**src/rtl/vga_sync_gen.sv**
```systemverilog
// vga_sync_gen: 640x480@60 VGA raster timing generator.
// A clock divider produces the pixel enable p_tick; pixel_x/pixel_y walk the
// full raster (visible area plus porches and sync) and never stall.
// Build option VGA_SYNC_OUTREG_EN: video_on/hsync/vsync come from flops loaded
// with the decode of the next-state counters instead of a combinational decode
// of the current counters. Both builds give identical values at clk edges.
module vga_sync_gen #(
    parameter int H_DISPLAY = 640,
    parameter int H_FRONT   = 16,
    parameter int H_SYNC    = 96,
    parameter int H_BACK    = 48,
    parameter int V_DISPLAY = 480,
    parameter int V_FRONT   = 10,
    parameter int V_SYNC    = 2,
    parameter int V_BACK    = 33,
    parameter int CLK_DIV   = 2
) (
    input  logic       clk,
    input  logic       rstn,
    output logic       p_tick,
    output logic [9:0] pixel_x,
    output logic [9:0] pixel_y,
    output logic       video_on,
    output logic       hsync,
    output logic       vsync,
    output logic       frame_tick
);

    localparam int H_TOTAL = H_DISPLAY + H_FRONT + H_SYNC + H_BACK;
    localparam int V_TOTAL = V_DISPLAY + V_FRONT + V_SYNC + V_BACK;
    localparam int DIV_W   = (CLK_DIV > 1) ? $clog2(CLK_DIV) : 1;

    localparam logic [DIV_W-1:0] DIV_LAST = DIV_W'(CLK_DIV - 1);
    localparam logic [9:0]       H_LAST   = 10'(H_TOTAL - 1);
    localparam logic [9:0]       V_LAST   = 10'(V_TOTAL - 1);

    // 11-bit decode bounds so a 1024-wide raster still compares correctly
    localparam logic [10:0] H_VIS    = 11'(H_DISPLAY);
    localparam logic [10:0] HS_BEGIN = 11'(H_DISPLAY + H_FRONT);
    localparam logic [10:0] HS_END   = 11'(H_DISPLAY + H_FRONT + H_SYNC);
    localparam logic [10:0] V_VIS    = 11'(V_DISPLAY);
    localparam logic [10:0] VS_BEGIN = 11'(V_DISPLAY + V_FRONT);
    localparam logic [10:0] VS_END   = 11'(V_DISPLAY + V_FRONT + V_SYNC);

    if (H_TOTAL > 1024 || V_TOTAL > 1024) begin : g_bad_total
        $error("vga_sync_gen: H_TOTAL and V_TOTAL must be <= 1024");
    end
    if (CLK_DIV < 1) begin : g_bad_div
        $error("vga_sync_gen: CLK_DIV must be >= 1");
    end

    logic [DIV_W-1:0] div_q, div_d;
    logic [9:0]       x_q, x_d;
    logic [9:0]       y_q, y_d;

    // {video_on, hsync_n, vsync_n} for a given raster position
    function automatic logic [2:0] decode(input logic [9:0] x, input logic [9:0] y);
        logic [10:0] xe;
        logic [10:0] ye;
        xe = {1'b0, x};
        ye = {1'b0, y};
        decode[2] = (xe < H_VIS) && (ye < V_VIS);
        decode[1] = !((xe >= HS_BEGIN) && (xe < HS_END));
        decode[0] = !((ye >= VS_BEGIN) && (ye < VS_END));
    endfunction

    assign p_tick     = (div_q == DIV_LAST);
    assign frame_tick = p_tick && (x_q == H_LAST) && (y_q == V_LAST);
    assign pixel_x    = x_q;
    assign pixel_y    = y_q;

    // Next-state for divider and raster counters; counters move only on p_tick
    always_comb begin
        div_d = p_tick ? '0 : div_q + 1'b1;
        x_d   = x_q;
        y_d   = y_q;
        if (p_tick) begin
            if (x_q == H_LAST) begin
                x_d = '0;
                y_d = (y_q == V_LAST) ? '0 : y_q + 1'b1;
            end else begin
                x_d = x_q + 1'b1;
            end
        end
    end

    // Divider and raster counter registers
    always_ff @(posedge clk or negedge rstn) begin
        if (!rstn) begin
            div_q <= '0;
            x_q   <= '0;
            y_q   <= '0;
        end else begin
            div_q <= div_d;
            x_q   <= x_d;
            y_q   <= y_d;
        end
    end

`ifdef VGA_SYNC_OUTREG_EN
    logic video_on_q;
    logic hsync_q;
    logic vsync_q;

    // Registered decode of the next position keeps outputs aligned with the counters
    always_ff @(posedge clk or negedge rstn) begin
        if (!rstn) begin
            video_on_q <= 1'b1;
            hsync_q    <= 1'b1;
            vsync_q    <= 1'b1;
        end else begin
            {video_on_q, hsync_q, vsync_q} <= decode(x_d, y_d);
        end
    end

    assign video_on = video_on_q;
    assign hsync    = hsync_q;
    assign vsync    = vsync_q;
`else
    // Combinational decode of the current position
    always_comb begin
        {video_on, hsync, vsync} = decode(x_q, y_q);
    end
`endif

endmodule
```
**config.mk**
```make
export PLATFORM = sky130hd
export DESIGN_NAME = vga_sync_gen
export DESIGN_NICKNAME = d
export VERILOG_FILES = /design/src/rtl/vga_sync_gen.sv
export SDC_FILE = /design/constraint.sdc
export NUM_CORES = 1
export LEC_CHECK = 0
export CORE_UTILIZATION = 50
export CTS_CLUSTER_DIAMETER = 40
export DETAILED_ROUTE_END_ITERATION = 12
export GPL_TIMING_DRIVEN = 0
export PLACE_DENSITY = 0.8
export SLEW_MARGIN = 15
export SYNTH_ARGS = -nofsm -noshare
export SYNTH_HDL_FRONTEND = slang
export SYNTH_SLANG_ARGS = --single-unit
```
**constraint.sdc**
```tcl
create_clock -name clk -period 2.8 [get_ports clk]
set_clock_uncertainty 0.1 [all_clocks]
set_input_delay 0.28 -clock clk [delete_from_list [all_inputs] [get_ports clk]]
set_output_delay 0.28 -clock clk [all_outputs]
set_load 0.05 [all_outputs]
```
==> out/summary.txt <==
Largest cells by area after synthesis: dfrtp_1 (46%), xnor2_1 (5.4%), o21ai_0 (4.8%), ha_1 (4.4%), and3_1 (3.9%)
Clock-pin slew on the worst setup and hold paths: 120 ps
Mean Syn Cell Area: 9.71 sq um
Die ar.: 2470 sq um
Minimum clock period: 2580 ps
Final wirelength: 2430 um
Syn_nets: 123
Post-synth EDFFs: 0
Routed via count: 976
Synth unique cells: 26
Initial antenna violation count: 0
Setup Fix Bufs, Post-CTS: 0
Root Buffer: clkbuf_4
LEAKAGE: 0.000635 uW
Routability Congestion: 0.831
H-Tree Depth: 1
Post-synth top area share: 0.463
Register-to-register path setup slack: 1030 ps
CTS tree: done
WS Path Type: flop to output pin
Max-slew headroom: 0.386
TNS Setup: 0 ps
CTS Buf Count: 3
Antenna Cells: 0
Main flop type after synthesis: dfrtp_1
Vias in the first global route: 898
Startpoint Class: flop
WP data required: 2420 ps
Placed Cells: 170
DRT antenna net count: 0
Layout area overhead: 28.4%
Global Route Usage Sum: 0.220
Status: finished clean
Share of layout cells above drive strength 1: 0.0612
Core Area: 2040 sq um
Top-level I/O count: 27
# DRC: 0
TritonRoute pass-1 iters: 5
Critical R2R Launch: pixel_x[0]
Highest Clock Rate: 0.388 GHz
Final Max Tran Viols: 0
R2R Path End: pixel_y[9]
Post-DP HPWL: 1780 um
Crit path arrival time: 2200 ps
# clock sinks: 21
Filler cell count: 167
Register area share after synthesis: 0.463
Fin crit share: 0.920
First-pass GRT wire length: 4130 um
Synth Instances: 117
Wire per inst: 14.0 um
Mapped Area: 1140 sq um
Final Hold Slack: 379 ps
Fin util: 0.714
Nets@finish: 154
Yosys Warn Count: 0
CP endpoint kind: output pin
VDD IR max: 299 uV
Fin. Hold Viols: 0
Via density: 5.61
Max Root-Sink Buffers: 2
Cell area power density: 312 nW/um^2
Top cell type by total area after synthesis: dfrtp_1
RSZ-0062 raised after global routing: false
Reg area: 526 sq um
Worst-skew pair later-pin latency: 300 ps
Port Buf Inserts: 26
Post-synthesis async set-or-reset flop share: 1.00
Initial DRC count: 22
Remaining Overflow, GRT: 0
Area occupied by multi-input gates: 581 sq um
Die height: 49.7 um
Worst-Margin Slew: 918 ps
Largest net degree at the start of global routing: 22
Min-delay worst type: input pin to asynchronous set/reset pin
Initial core utilization: 0.556
Cells on worst reg2reg path: 6
CP Max Fanout: 8
FF+latch count, synth: 21
FP Rows: 16
Non-Filler Instances: 174
Max-Cap Viols: 0
Setup violations, final: 0
Die span in x: 49.7 um
## stage by stage
stage,power (uW),setup WS (ps),instance area (sq um)
6_report,455,224,1460
5_1_grt,473,158,1460
4_1_cts,459,81.7,1460
3_5_place_dp,316,429,1430
3_3_place_gp,316,446,1430
2_1_floorplan,309,438,1140
## metal layers
metal | wire (um) | vias to the layer above | GRT usage
li1 | - | 481 | -
met1 | 1230 | 465 | 0.319
met2 | 1090 | 26 | 0.345
met3 | 93 | 4 | 0.0370
met4 | 20 | 0 | 0.0476
met5 | 0 | - | 0
## cells in the mapped netlist, types with 2 or more instances
master and number:
a31oi_1 4, nand2_1 11, xor2_1 3, or3_1 2, o21ai_0 11, nor2_1 10, xnor2_1 7, inv_1 5
nand3_1 7, and4bb_2 2, nor3_1 3, dfrtp_1 21, nand4_1 7, and2_1 3, ha_1 4, and3_1 7
## what timing repair did
item	CTS	global route
endpoints found under the setup margin	0	1
hold buffers	0	0
resized for setup	0	1
## cell type report
type,instances,share of cell area
Tap cell,27,0.0232
Sequential cell,21,0.360
Inverter,5,0.0129
Multi-Input combinational cell,90,0.398
Clock buffer,4,0.0180
Buffer,1,0.00772
Timing Repair Buffer,26,0.180
## state kept, by name, indices dropped and copies added (netlist names)
register and flops:
pixel_x 10, p_tick 1, pixel_y 10
## how the worst max path moves through the flow
| stage | slack [ps] | cells after the start | endpoint | startpoint |
|---|---|---|---|---|
| after floorplan | 440 | 4 | frame_tick | pixel_x[0] |
| after global placement | 450 | 6 | frame_tick | pixel_y[0] |
| after detailed placement | 430 | 5 | frame_tick | pixel_x[0] |
| after CTS | 80 | 6 | frame_tick | pixel_y[0] |
| after global routing | 160 | 3 | hsync | pixel_x[4] |
| final | 220 | 3 | hsync | pixel_x[4] |
## power breakdown
part           switching, uW  internal [uW]
Clock                   89.5           55.5
Combinational           5.57           1.22
Sequential                 0            303
## worst max-delay path: stages (launching register included)
cell and delay, ps:
dfrtp_1 490, and3_1 230, or4_1 470, clkdlybuf4s50_1 710
## logic make-up after synthesis
logic type	Yosys count	synth area share
AO/OA/AOI/OAI	18	0.0925
XOR/XNOR	10	0.0771
adder cells (fa/ha/maj)	4	0.0441
buffers and inverters	6	0.0264
flip-flops	21	0.463
multiplexers	1	0.00991
AND/OR/NAND/NOR	57	0.287
## cell usage in the layout (no fill, tap or decap), drive strengths merged
cell / Yosys / routed
and4: 1 / 1
dlymetal6s2s: 0 / 1
nand2: 11 / 11
and3: 7 / 7
a22o: 1 / 1
inv: 5 / 5
nor2b: 1 / 1
or3: 2 / 2
xor2: 3 / 3
mux2: 1 / 1
clkbuf: 0 / 4
buf: 1 / 1
xnor2: 7 / 7
o22ai: 1 / 1
nor2: 10 / 10
and4bb: 2 / 2
a31oi: 4 / 4
or4: 1 / 1
o21ai: 11 / 11
nor3: 3 / 3
and2: 3 / 3
clkdlybuf4s50: 0 / 25
nand3: 8 / 8
a32o: 1 / 1
ha: 4 / 4
nand4: 7 / 7
and4b: 1 / 1
dfrtp: 21 / 21
(Power assumes the default switching activity.)
